--- config.mk ---
export PLATFORM = sky130hd
export DESIGN_NAME = elevator_scan_controller
export DESIGN_NICKNAME = d
export VERILOG_FILES = /design/src/rtl/elevator_scan_controller.sv
export SDC_FILE = /design/constraint.sdc
export NUM_CORES = 1
export LEC_CHECK = 0
export ABC_AREA = 1
export BUFFER_PORTS_ARGS = -buffer_cell sky130_fd_sc_hd__buf_2
export CORE_MARGIN = 5
export CORE_UTILIZATION = 30
export CTS_CLUSTER_SIZE = 20
export DETAILED_ROUTE_END_ITERATION = 8
export GPL_TIMING_DRIVEN = 1
export PLACE_DENSITY = 0.58
export SLEW_MARGIN = 0
export SYNTH_ARGS = -nofsm -noshare
export SYNTH_HDL_FRONTEND = slang
export SYNTH_SLANG_ARGS = --single-unit
--- constraint.sdc ---
create_clock -name clk -period 3 [get_ports clk]
set_input_delay 0.45 -clock clk [delete_from_list [all_inputs] [get_ports clk]]
set_output_delay 0.45 -clock clk [all_outputs]
set_load 0.01 [all_outputs]
--- src/rtl/elevator_scan_controller.sv ---
// SCAN elevator controller: latches floor requests into a pending bitmap and serves them
// in the current travel direction while requests remain ahead, with per-floor travel
// pacing and a door-open hold at every served floor.
module elevator_scan_controller #(
  parameter int unsigned NUM_FLOORS    = 10,
  parameter int unsigned FLOOR_W       = 4,
  parameter int unsigned TRAVEL_CYCLES = 16,
  parameter int unsigned DOOR_CYCLES   = 8
) (
  input  logic                  clk,
  input  logic                  reset,
  input  logic                  req_valid,
  input  logic [FLOOR_W-1:0]    req_floor,
  output logic [FLOOR_W-1:0]    current_floor,
  output logic [1:0]            state,
  output logic                  door_open,
  output logic                  dir_up,
  output logic [NUM_FLOORS-1:0] pending
);

  localparam logic [1:0] StIdle     = 2'b00;
  localparam logic [1:0] StDoorOpen = 2'b01;
  localparam logic [1:0] StMoveUp   = 2'b10;
  localparam logic [1:0] StMoveDown = 2'b11;

  localparam int unsigned TravelW = (TRAVEL_CYCLES > 1) ? $clog2(TRAVEL_CYCLES) : 1;
  localparam int unsigned DoorW   = (DOOR_CYCLES > 1) ? $clog2(DOOR_CYCLES) : 1;
  localparam logic [TravelW-1:0] TravelLast = TravelW'(TRAVEL_CYCLES - 1);
  localparam logic [DoorW-1:0]   DoorLast   = DoorW'(DOOR_CYCLES - 1);
  localparam logic [FLOOR_W-1:0] TopFloor   = FLOOR_W'(NUM_FLOORS - 1);

  logic [1:0]            state_q, state_d;
  logic [FLOOR_W-1:0]    floor_q, floor_d;
  logic                  dir_up_q, dir_up_d;
  logic [NUM_FLOORS-1:0] pending_q, pending_d;
  logic [TravelW-1:0]    travel_q, travel_d;
  logic [DoorW-1:0]      door_q, door_d;

  logic                  above, below, above_next, below_next;
  logic                  here_hit, up_hit, dn_hit;
  logic                  serve;
  logic [FLOOR_W-1:0]    serve_floor;
  logic                  absorb;

  // Request-position summary relative to the current floor and its two neighbours.
  always_comb begin
    above      = 1'b0;
    below      = 1'b0;
    above_next = 1'b0;
    below_next = 1'b0;
    here_hit   = 1'b0;
    up_hit     = 1'b0;
    dn_hit     = 1'b0;
    for (int i = 0; i < int'(NUM_FLOORS); i++) begin
      if (pending_q[i]) begin
        if (i > int'(floor_q))     above      = 1'b1;
        if (i < int'(floor_q))     below      = 1'b1;
        if (i > int'(floor_q) + 1) above_next = 1'b1;
        if (i < int'(floor_q) - 1) below_next = 1'b1;
        if (i == int'(floor_q))     here_hit  = 1'b1;
        if (i == int'(floor_q) + 1) up_hit    = 1'b1;
        if (i == int'(floor_q) - 1) dn_hit    = 1'b1;
      end
    end
  end

  // Next-state logic for the FSM, car position, direction and counters.
  always_comb begin
    state_d     = state_q;
    floor_d     = floor_q;
    dir_up_d    = dir_up_q;
    travel_d    = travel_q;
    door_d      = door_q;
    serve       = 1'b0;
    serve_floor = floor_q;
    case (state_q)
      StIdle: begin
        if (here_hit) begin
          state_d = StDoorOpen;
          serve   = 1'b1;
          door_d  = '0;
        end else if ((dir_up_q && above) || (above && !below)) begin
          state_d  = StMoveUp;
          dir_up_d = 1'b1;
          travel_d = '0;
        end else if (below) begin
          state_d  = StMoveDown;
          dir_up_d = 1'b0;
          travel_d = '0;
        end
      end
      StMoveUp: begin
        if (travel_q == TravelLast) begin
          travel_d = '0;
          if (floor_q != TopFloor) floor_d = floor_q + 1'b1;
          if (up_hit) begin
            state_d     = StDoorOpen;
            serve       = 1'b1;
            serve_floor = floor_q + 1'b1;
            door_d      = '0;
          end else if (!above_next) begin
            state_d = StIdle;
          end
        end else begin
          travel_d = travel_q + 1'b1;
        end
      end
      StMoveDown: begin
        if (travel_q == TravelLast) begin
          travel_d = '0;
          if (floor_q != '0) floor_d = floor_q - 1'b1;
          if (dn_hit) begin
            state_d     = StDoorOpen;
            serve       = 1'b1;
            serve_floor = floor_q - 1'b1;
            door_d      = '0;
          end else if (!below_next) begin
            state_d = StIdle;
          end
        end else begin
          travel_d = travel_q + 1'b1;
        end
      end
      StDoorOpen: begin
        // A fresh call for this floor keeps the door open for another full interval.
        if (req_valid && (req_floor == floor_q)) begin
          door_d = '0;
        end else if (door_q == DoorLast) begin
          state_d = StIdle;
          door_d  = '0;
        end else begin
          door_d = door_q + 1'b1;
        end
      end
      default: state_d = StIdle;
    endcase
  end

  // Pending bitmap: set from requests, then clear the served floor so a same-edge
  // request for that floor is absorbed.
  always_comb begin
    absorb    = (state_q == StDoorOpen) && (req_floor == floor_q);
    pending_d = pending_q;
    for (int i = 0; i < int'(NUM_FLOORS); i++) begin
      if (req_valid && !absorb && (int'(req_floor) == i)) pending_d[i] = 1'b1;
      if (serve && (int'(serve_floor) == i))              pending_d[i] = 1'b0;
    end
  end

  // State registers with synchronous reset.
  always_ff @(posedge clk) begin
    if (reset) begin
      state_q   <= StIdle;
      floor_q   <= '0;
      dir_up_q  <= 1'b1;
      pending_q <= '0;
      travel_q  <= '0;
      door_q    <= '0;
    end else begin
      state_q   <= state_d;
      floor_q   <= floor_d;
      dir_up_q  <= dir_up_d;
      pending_q <= pending_d;
      travel_q  <= travel_d;
      door_q    <= door_d;
    end
  end

  assign current_floor = floor_q;
  assign state         = state_q;
  assign door_open     = (state_q == StDoorOpen);
  assign dir_up        = dir_up_q;
  assign pending       = pending_q;

endmodule

# Word level (Yosys, flattened, before mapping)

Index checks and enable logic that the tools add are counted.

Equality and inequality tests: 66
Bitwise gates (word level): 1
Magnitude comparators: 39
Muxes and demuxes: 181
Add/subtract/negate cells: 6
Reduce and logical (&&, ||, !) cells: 54

Operator list:

| cell                                                                        | number |
|---|---|
| 1-bit 2-to-1 mux                                                            | 145 |
| 4-bit by 32-bit equality test with 1-bit output, first input constant       | 4 |
| 4-bit by 32-bit > comparator with 1-bit output, first input constant        | 4 |
| 3-bit by 32-bit equality test with 1-bit output, first input constant       | 2 |
| 3-bit by 32-bit > comparator with 1-bit output, first input constant        | 2 |
| 5-bit by 32-bit > comparator with 1-bit output, first input constant        | 2 |
| 32-bit zero test                                                            | 2 |
| 4-bit equality test, second input constant                                  | 13 |
| 4-bit 2-to-1 mux                                                            | 12 |
| 2-bit by 32-bit equality test with 1-bit output, first input constant       | 1 |
| 5-bit by 32-bit equality test with 1-bit output, first input constant       | 1 |
| 1-bit by 32-bit > comparator with 1-bit output, first input constant        | 1 |
| 2-bit by 32-bit > comparator with 1-bit output, first input constant        | 1 |
| 4-bit by 5-bit equality test with 1-bit output, first input constant        | 5 |
| 1-bit logical AND                                                           | 25 |
| 4-bit equality test, first input constant                                   | 6 |
| 4-bit case mux with 2 select lines                                          | 3 |
| 2-bit 2-to-1 mux                                                            | 11 |
| 2-bit OR reduction                                                          | 11 |
| 3-bit 2-to-1 mux                                                            | 7 |
| 4-bit by 5-bit less-than comparator with 1-bit output, first input constant | 4 |
| 2-bit inequality test, second input constant                                | 9 |
| 4-bit by 3-bit equality test with 1-bit output, second input constant       | 4 |
| 3-bit by 4-bit > comparator with 1-bit output, first input constant         | 4 |
| other kinds (42)                                                            | 68 |

Output and inout bits: 18
Flip-flop bits (word level): 24

# Longest topological paths before layout

Gate-level depths: netlist (run 1).

Depth after elaboration: 28
Gate-level depth with buffers: 22
Mapped depth without buffers: 21

# Least setup slack after synthesis (run 1)

Ideal clock, no wire load.

Kind: reg-to-reg
Start: register floor_q[0] (netlist: current_floor[0])
End: register pending_q[0] (netlist: pending[0])
Required time: 2.888 ns
Data arrival time: 2.443 ns
Cell stages (with the launch flop): 22
Slack: 0.446 ns
Library setup time: 0.112 ns
Path buffers: 0
Cells stage by stage: dfxtp_1 > inv_2 > ha_1 > inv_1 > nand2_2 > nand2_4 > nor2_2 > nand2_1 > inv_1 > ha_1 > nand2_1 > nand2_2 > nor2_4 > nand3_4 > nand2_2 > nand2_1 > nand3_1 > nand2_2 > nor2_4 > nand2_2 > nor2_1 > nor2_1

Word-level cells in the longest chain between the ends: 28
Elaborated cells between the ends (all ways): 113

Ends and longest elaborated chain:

| element                                                                                               | line    | text |
|---|---|---|
| start: declaration                                                                                    | 33      | `logic [FLOOR_W-1:0] floor_q, floor_d;` |
| start signal: assignment                                                                              | 161     | `floor_q <= floor_d;` |
| 4-bit by 1-bit subtractor with 5-bit output or 4-bit by 1-bit adder with 5-bit output (tied branches) | 62, 61  |  |
| 32-bit zero test (on tied branches)                                                                   | 62, 61  |  |
| 1-bit 2-to-1 mux (on tied branches)                                                                   | 62, 61  |  |
| 1-bit 2-to-1 mux                                                                                      | 55      | `if (pending_q[i]) begin` |
| 1-bit 2-to-1 mux (on tied branches)                                                                   | 62, 61  |  |
| 1-bit 2-to-1 mux                                                                                      | 55      |  |
| 1-bit 2-to-1 mux (on tied branches)                                                                   | 62, 61  |  |
| 1-bit 2-to-1 mux                                                                                      | 55      |  |
| [12 not listed]                                                                                       | --      |  |
| 1-bit 2-to-1 mux (on tied branches)                                                                   | 62, 61  |  |
| 1-bit 2-to-1 mux                                                                                      | 55      |  |
| 4-bit 2-to-1 mux (on tied branches)                                                                   | 112, 96 |  |
| 4-bit 2-to-1 mux (on tied branches)                                                                   | 109, 93 |  |
| 4-bit case mux with 2 select lines                                                                    | 76      | `case (state_q)` |
| 4-bit zero test                                                                                       | 146     | `if (serve && (int'(serve_floor) == i)) pending_d[i] = 1'b0;` |
| 1-bit logical AND                                                                                     | 146     |  |
| 2-bit OR reduction (no line)                                                                          | --      |  |
| end signal: assignment                                                                                | 163     | `pending_q <= pending_d;` |
| end: declaration                                                                                      | 35      | `logic [NUM_FLOORS-1:0] pending_q, pending_d;` |

Several ways; a longest one is shown, not always the timed one.
A chain may end at the register's enable or synchronous reset.

# Final worst setup path (run 1)

Start: register floor_q[1] (netlist: current_floor[1])
End: register pending_q[1] (netlist: pending[1])

Word-level cells in the longest chain between the ends: 28
Elaborated cells between the ends (all ways): 113

Ends and longest elaborated chain:

| element                                                                                               | line |
|---|---|
| 4-bit by 1-bit subtractor with 5-bit output or 4-bit by 1-bit adder with 5-bit output (tied branches) | 62, 61 |
| 32-bit zero test (on tied branches)                                                                   | 62, 61 |
| 1-bit 2-to-1 mux (on tied branches)                                                                   | 62, 61 |
| 1-bit 2-to-1 mux                                                                                      | 55 |
| 1-bit 2-to-1 mux (on tied branches)                                                                   | 62, 61 |
| 1-bit 2-to-1 mux                                                                                      | 55 |
| 1-bit 2-to-1 mux (on tied branches)                                                                   | 62, 61 |
| 1-bit 2-to-1 mux                                                                                      | 55 |
| [12 not listed]                                                                                       | -- |
| 1-bit 2-to-1 mux (on tied branches)                                                                   | 62, 61 |
| 1-bit 2-to-1 mux                                                                                      | 55 |
| 4-bit 2-to-1 mux (on tied branches)                                                                   | 112, 96 |
| 4-bit 2-to-1 mux (on tied branches)                                                                   | 109, 93 |
| 4-bit case mux with 2 select lines                                                                    | 76 |
| 4-bit by 2-bit equality test with 1-bit output                                                        | 146 |
| 1-bit logical AND                                                                                     | 146 |
| 2-bit OR reduction (no line)                                                                          | -- |

Several ways; a longest one is shown, not always the timed one.

==> results.md, run 1 <==
Synthesis:
- The most instantiated library cell after synthesis is sky130_fd_sc_hd__nand2_1.
- The synthesized design contains 0 enable-type register cells.
- The biggest area contributor in the post-synthesis netlist is sky130_fd_sc_hd__dfxtp_1.
- During synthesis, Yosys emitted a total of 0 warnings.
- Counting every net in the synthesized netlist gives 477.
- After synthesis, the netlist uses 37 different library cells.
- For this run, the leading register cell type out of synthesis is sky130_fd_sc_hd__dfxtp_1.
- The synthesized instance count is 459.
- A synthesized cell averages 5.84 um^2.
- Yosys attributes the largest share of cell area to sky130_fd_sc_hd__dfxtp_1 18%, sky130_fd_sc_hd__nand2_1 17%, sky130_fd_sc_hd__nand3_1 10%.
- The share of the synthesized area in the top cell type is 17.9%.
- Ranked by instance count, the synthesized netlist is headed by 118 x sky130_fd_sc_hd__nand2_1, 56 x sky130_fd_sc_hd__nand3_1, 54 x sky130_fd_sc_hd__nor2_1.
- The area of the mapped netlist is 2680 um^2.
- In the synthesized netlist the async set-or-reset flop fraction comes to 0%.
- The proportion of synthesized chip area in sequential cells is around 18%.
- The number of synthesized register bits is 24.

STA:
- Setup violations remaining at the end of the flow were counted as 0.
- Setup repair after global routing left no endpoint under its margin.
- The transition time at the pin with the least slew margin is between 0.5 and 0.6 ns.
- The clock period could shrink to 2.68 ns.
- The final hold violation count is 0.
- The final number of max-transition violations is 0.
- Final hold analysis gives a worst-case slack of 0.474 ns.
- For the final routed database, the setup TNS stands at 0 ns.
- The highest clock rate is 0.373 GHz.
- The clock tree skew after final layout is between 0.008 and 0.009 ns.
- Measured against its own limit, the worst slew margin works out to 62.4%.
- The final worst-path cycle share is 89.5%.

Clock network:
- The total number of clock tree sinks is 24.
- Clock latency on the worst-skew pair, taken at its later pin, is 0.27 ns.
- TritonCTS built the clock tree.
- In this run the number of H-tree levels came out at 1.
- The longest clock path from root to sink contains 2 buffers.
- The cell chosen for the clock root is sky130_fd_sc_hd__clkbuf_8.
- Buffers inserted to repair hold after CTS numbered 0.
- The post-CTS setup buffer count is 0.
- The number of clock buffers added by TritonCTS is 3.
- The number of instances resized during post-cts repair is 0.
- Clock-pin slew was measured on the worst setup and hold paths at 0.09 ns.

Job:
- The number of max-capacitance violations reported is 0.

Route:
- The routed length per instance is 16.1 um.
- Before antenna repair, the detailed router went through 5 iterations.
- The detailed-route DRC error count is 0.
- The DRC violation total after the first TritonRoute iteration is 367.
- Across all layers, the routed design uses 3,302 vias.
- In the routed layout, each cell is associated on average with a via count of 5.55.
- The sum of routed wire length over all layers is 9590 um.
- In this run the remaining antenna-violating nets after routing total 0.

Setup path:
- Traced cell by cell, the critical path runs through inv_1 > ha_1 > inv_1 > nand2_2 > nand2_4 > nor2_2 > nand2_1 > inv_1 > ha_1 > nand2_1 > nand2_2 > nor2_4 > nand3_4 > nand3_1 > nand2_1 > nor2_1 > nor2_4 > nand3_2 > nor2_1 > nor2_1.
- The kind of critical path is reg -> reg.
- The slowest stage of the critical path belongs to the cell sky130_fd_sc_hd__dfxtp_1.
- Across all register-to-register paths, the minimum setup slack is 0.32 ns.
- For this run, the slowest stage of the critical path takes 0.32 ns.
- The kind of capture point of the worst setup path is a flip-flop.
- At the worst endpoint, the required time is 3.17 ns.
- The worst path arrival time is 2.85 ns.
- In this run the worst path has a maximum fanout of 6.
- The worst register-to-register path has a depth of 20.
- The worst register-to-register path begins at current_floor[1].
- The worst register-to-register path ends at pending[1].
- The nature of the critical path startpoint is a flip-flop.

Cells and area:
- The fraction of layout instances using a drive strength above 1 is between 15 and 20%.
- The relative area change from synthesis to final layout is 12.2%.
- The finished cells cover 3010 um^2.
- At the end of the flow, the number of nets in the layout was 506.
- 0 antenna diodes ended up in the layout.
- At the end of the flow the core is filled with cells to 34.5%.

Global routing:
- The number of global-route vias before repair is 3,068.
- The number of antenna violations at the first check in global routing was 0.
- Entering global routing, the biggest net connects 18 pins.
- The total overflow left after global routing is 0.
- The total track usage is 17.2%.
- The first global-routing pass estimated 15,600 um of wire.

Placement:
- The estimated wirelength of the detail-placed design is 7590 um.
- The number of I/O port buffers is 24.
- The instance area at placement is 2950 um^2.
- Routability-driven placement finished with a final weighted congestion of approximately 1.

Die:
- The starting density of the core is 30.7%.
- The placement row count is 34.
- For this design the top-level I/O count stands at 25.
- The core region is roughly 8700 um^2.
- The floorplan step set the die width to ~100 um.
- In this run the vertical extent of the chip is 105 um.
- The die covers 10,900 um^2.

Power:
- The proportion of power drawn by the clock network is 25.8%.
- The switching power of the nets is ~330 uW.
- The maximum resistive drop on vdd is roughly 0.17 mV.
- The part of the power in combinational logic is a little under a third.
- In this run the static leakage power is 0.00144 uW.
- Net switching is 37.4% of the power.
- The power density over cell area is 295 nW/um^2.
- Internal power comes to 556 uW.
- Registers are responsible for 43.6% of the overall power.
- The overall power consumption is about 890 uW.

Run status:
- The flow ran to the end, and the final reports show no timing, DRC or antenna violations.

Min path:
- The worst hold path endpoint is door_q[1].
- The class of the worst hold path is reg -> reg.
- In this run the most critical hold path is launched from door_q[1].
- The number of instances on the worst hold path is 2.
-- flip-flops by register name, summed over array words and instances, names as in the netlist --
register / cells
current_floor: 4
dir_up: 1
door_q: 3
pending: 10
state: 2
travel_q: 4
-- critical path: cells and delay by family (launching register included) --
family                     cells  cell delay (ns)
buffers and inverters          3             0.37
DFF                            1             0.32
and+or+nand+nor               15             1.44
adders and majority gates      2             0.43
-- cell type report --
| class | count | area (um^2) |
|---|---|---|
| fillers | 974 | 5710 |
| inverters | 50 | 188 |
| clock buffers | 4 | 55.1 |
| multi-input cells | 374 | 1950 |
| repair buffers | 35 | 203 |
| flip-flops and latches | 24 | 480 |
| well taps | 108 | 135 |
-- worst max-delay path by stage --
| stage | start | to | slack (ns) | cells after the start |
|---|---|---|---|---|
| 6_report | current_floor[1] | pending[1] | 0.32 | 20 |
| 5_1_grt | current_floor[1] | pending[1] | 0.1 | 20 |
| 4_1_cts | current_floor[1] | pending[8] | 0.34 | 20 |
| 3_5_place_dp | current_floor[1] | pending[8] | 0.37 | 20 |
| 3_3_place_gp | current_floor[1] | pending[8] | 0.39 | 20 |
| 2_1_floorplan | current_floor[0] | pending[0] | 0.45 | 21 |
-- metrics by stage --
step	cells	worst slack [ns]
after CTS	595	0.337
after floorplan	459	0.446
after global routing	595	0.0968
after global placement	591	0.393
after detailed placement	591	0.374
final	595	0.316
-- cells by family after synthesis --
logic type / synth area share [%]
AND/OR/NAND/NOR: 52.5
AO/OA/AOI/OAI: 14.0
buffers and inverters: 9.43
flip-flops: 17.9
adder cells (fa/ha/maj): 5.13
XOR/XNOR: 0.980
-- metal layers --
layer / share of wire (%) / GRT usage [%] / routed length [um]
met5: 0 / 0 / 0
met4: 4.9 / 7.96 / 467
met3: 8.5 / 3.58 / 813
met2: 44 / 27.8 / 4270
met1: 42 / 22.0 / 4040
-- cell usage in the layout, fill, tap and decap left out, types with 13 or more instances in the layout --
cell type                 synthesis  routed
sky130_fd_sc_hd__nand3_1         56      56
sky130_fd_sc_hd__o21ai_0         31      31
sky130_fd_sc_hd__dfxtp_1         24      24
sky130_fd_sc_hd__nor2_1          54      54
sky130_fd_sc_hd__nand2_2         15      15
sky130_fd_sc_hd__inv_1           40      40
sky130_fd_sc_hd__nand2_1        118     118
sky130_fd_sc_hd__a21oi_1         22      22
sky130_fd_sc_hd__buf_2            4      24
sky130_fd_sc_hd__nand4_1         13      13
-- power by group through the flow --
stage,clock network [uW],logic (uW),registers [uW]
3_5_place_dp,0,270,393
4_1_cts,240,271,386
5_1_grt,250,312,392
3_3_place_gp,0,271,394
6_report,229,272,387
2_1_floorplan,0,204,375
No activity file was read; power rests on OpenSTA's default activity.
==> run 2: changes to the inputs <==
--- a/config.mk
+++ b/config.mk
@@ -12,7 +12,7 @@
 export CTS_CLUSTER_SIZE = 20
 export DETAILED_ROUTE_END_ITERATION = 8
 export GPL_TIMING_DRIVEN = 1
-export PLACE_DENSITY = 0.58
+export PLACE_DENSITY = 0.54
 export SLEW_MARGIN = 0
 export SYNTH_ARGS = -nofsm -noshare
 export SYNTH_HDL_FRONTEND = slang
==> run 2 against run 1 <==
  * Register-to-register slack worse by 0.04 ns
  * Largest cell class unchanged
  * Cell area fell by 0.21%
  * Worst setup slack got worse by 0.037 ns
  * Highest routed layer unchanged
  * First-iteration DRC count increased by 1.9%
  * Die area stayed put
  * Critical path type unchanged
  * Sequential share of layout area about the same
  * Non-clock buffer count increased by 1
  * Sequential cell count unchanged
==> results.md, run 2 (synthesis gave the netlist of run 1 again) <==
Die:
- The starting density of the core is 30.7% (unchanged).
- The placement row count was 34 (unchanged).
- The area of the die came to 10,900 um^2 (unchanged).
- The top-level port count is 25 (unchanged).
- The height of the die is 105 um (unchanged).
- The die width is 105 um (unchanged).
- The core area was 8720 um^2 (unchanged).

Global routing:
- The number of global-route vias before repair is 3,000 (-2.2%).
- The met1 capacity usage during global routing was 24.0% (+2.0 points).
- The first-pass GRT wire length is 16,000 um (+2.0%).
- The total congestion overflow was 0 (unchanged).
- The met3 global-route usage was 2.10% (-1.5 points).
- The total track usage was 17.9% (+0.64 points).
- The largest net degree at the start of global routing came to 19 (+1).
- The layer with the highest usage is met2.
- The met2 layer usage reported by global route is 28.5% (+0.72 points).
- The number of antenna violations at the first check in global routing is 0 (unchanged).

Clock network:
- The number of hold buffers added after CTS came to 0 (unchanged).
- The number of instances resized during post-cts repair is 0 (unchanged).
- The post-CTS setup buffer count is 0 (unchanged).
- The clock tree from TritonCTS is done.
- The maximum level of the CTS H-tree came to 1 (unchanged).
- The total number of clock tree sinks is 24 (unchanged).
- The cell chosen for the clock root is sky130_fd_sc_hd__clkbuf_8.
- The source-to-sink clock delay at the later pin of the worst-skew pair is 0.27 ns (about the same).
- The worst-case clock buffer depth is 2 (unchanged).
- The number of clock buffers inserted by TritonCTS was 3 (unchanged).
- The post-CTS clock slew at the launch and capture registers of the worst setup and hold paths came to 0.09 ns (about the same).

Min path:
- The number of instances on the worst hold path was 2 (unchanged).
- The class of the worst hold path is reg -> reg.

Run status:
- The flow ran to the end, and the final reports show no timing, DRC or antenna violations.

Route:
- The routed via count is 3,223 (-2.4%).
- The routed length per instance is 16.4 um (+1.7%).
- The post-route antenna net violation count is 0 (unchanged).
- The sum of routed wire length over all layers came to 9750 um (+1.7%).
- The detailed-router iteration count before antenna repair is 5 (unchanged).
- The detailed-route DRC error count was 0 (unchanged).
- The via count normalized by instance count is 5.42 (-2.4%).
- The DRC violation total after the first TritonRoute iteration was 374 (+1.9%).

Setup path:
- In this run the critical register-to-register path is launched from current_floor[1].
- The internal reg-to-reg setup slack is 0.28 ns (-0.04 ns).
- The worst path arrival time is 2.89 ns (+0.04 ns).
- The worst path required time is 3.17 ns (about the same).
- The reg-to-reg endpoint is state[0].
- STA classifies the critical path endpoint as a flip-flop.
- The worst reg2reg path depth is 15 (-25%).
- The most critical setup path has its endpoint at state[0].
- The critical path is of the reg -> reg type.
- The critical path starts at current_floor[1].
- STA classifies the critical path startpoint as a flip-flop.
- The maximum net fanout on the critical path is 7 (+1).

STA:
- The minimum hold slack is 0.471 ns (-0.00326 ns).
- Setup repair after global routing left no endpoint under its margin.
- The final worst-path cycle share is 90.7% (+1.2 points).
- The sum of negative setup slack is 0 ns (unchanged).
- The transition time at the pin with the least slew margin is 0.599 ns (+0.0387 ns).
- The number of failing setup endpoints in the final timing report came to 0 (unchanged).
- The highest clock rate is 0.367 GHz (-1.4%).
- The clock period minus final worst setup slack is 2.72 ns (+0.0373 ns).
- The final hold violation count is 0 (unchanged).
- The worst slew margin relative to its limit came to 59.8% (-2.6 points).
- The final number of max-transition violations is 0 (unchanged).
- The clock tree skew after final layout came to 0.00597 ns (-0.00218 ns).

Cells and area:
- The final design utilization is 34.4% (-0.072 points).
- The fill cell instance count of the final layout was 969 (-0.51%).
- The number of flip-flops in the largest register is 10 (unchanged).
- The library cells used most frequently in the layout, excluding fill and tap cells, are 118 x sky130_fd_sc_hd__nand2_1, 56 x sky130_fd_sc_hd__nand3_1, 54 x sky130_fd_sc_hd__nor2_1, 40 x sky130_fd_sc_hd__inv_1, 31 x sky130_fd_sc_hd__o21ai_0.
- The number of nets in the final layout came to 507 (+0.20%).
- The fraction of layout instances using a drive strength above 1 is 18.1% (unchanged).
- Leaving out fill and tap cells, the most frequent cell in the layout is sky130_fd_sc_hd__nand2_1.
- The final instance area is 3000 um^2 (-0.21%).
- The number of diodes added for antenna fixing is 0 (unchanged).
- Relative to the synthesized area, the layout overhead comes to 12.0%.

Power:
- The maximum resistive drop on vdd is 0.232 mV (+40%).
- The leakage power of the design was 0.00143 uW (about the same).
- The power density over cell area is 291 nW/um^2 (-1.6%).
- The overall power consumption is 873 uW (-1.8%).

Placement:
- The number of I/O port buffers was 24 (unchanged).
- The instance area at placement came to 2960 um^2 (+0.25%).
- The weighted congestion at the end of routability-driven global placement is 1.03 (+3.4%).
- The estimated wirelength of the detail-placed design is 7880 um (+3.9%).

Job:
- The number of max-capacitance violations reported was 0 (unchanged).
==> run 2: cell types whose count changed in the layout (fill, tap and decap cells not counted), sizes merged <==
cell / before / now
buf: 35 / 36
clkbuf: 4 / 3
==> run 2: layer usage <==
layer  up-vias  share of wire (%)
met5         -                  0
met2       165                 45
met4         0                4.3
met1      1452                 43
met3        26                7.4
li1       1580                  -
==> run 2: critical path, stage by stage, from the launching register on <==
cell	delay, ns
sky130_fd_sc_hd__dfxtp_1	0.39
sky130_fd_sc_hd__inv_1	0.13
sky130_fd_sc_hd__ha_1	0.41
sky130_fd_sc_hd__inv_1	0.21
sky130_fd_sc_hd__nor2_2	0.23
sky130_fd_sc_hd__inv_1	0.07
sky130_fd_sc_hd__nor2_1	0.17
sky130_fd_sc_hd__nand3_1	0.12
sky130_fd_sc_hd__nand3_1	0.10
sky130_fd_sc_hd__nand2_1	0.05
sky130_fd_sc_hd__o211ai_1	0.33
sky130_fd_sc_hd__nand2_1	0.14
sky130_fd_sc_hd__nand3_1	0.11
sky130_fd_sc_hd__nand2_1	0.06
sky130_fd_sc_hd__nand2_1	0.05
sky130_fd_sc_hd__nor2_1	0.04
==> run 2: where the power goes <==
part,switching [uW],internal [uW]
Sequential,29.6,344
Combinational,196,106
Clock,108,90.1
==> run 2: area by class of cell <==
type | instances | area [um^2] | area share (%)
clock buffer | 3 | 41.3 | 1.38
sequential | 24 | 480 | 16.0
multi-input combinational | 374 | 1950 | 64.9
inverter | 50 | 188 | 6.25
tap | 108 | 135 | 4.50
timing repair buffer | 36 | 210 | 7.00
==> run 2: per-stage QoR <==
stage,setup WS [ns],std cells
after floorplan,0.446,459
after global placement,0.356,592
after detailed placement,0.333,592
after CTS,0.321,595
after global routing,0.0448,595
final,0.279,595
==> run 2: worst min-delay path by stage <==
| stage | startpoint | endpoint |
|---|---|---|
| final | door_q[1] | door_q[1] |
| after global routing | door_q[1] | door_q[1] |
| after CTS | door_q[1] | door_q[1] |
| after detailed placement | door_q[1] | door_q[1] |
| after global placement | door_q[1] | door_q[1] |
| after floorplan | door_q[1] | door_q[1] |
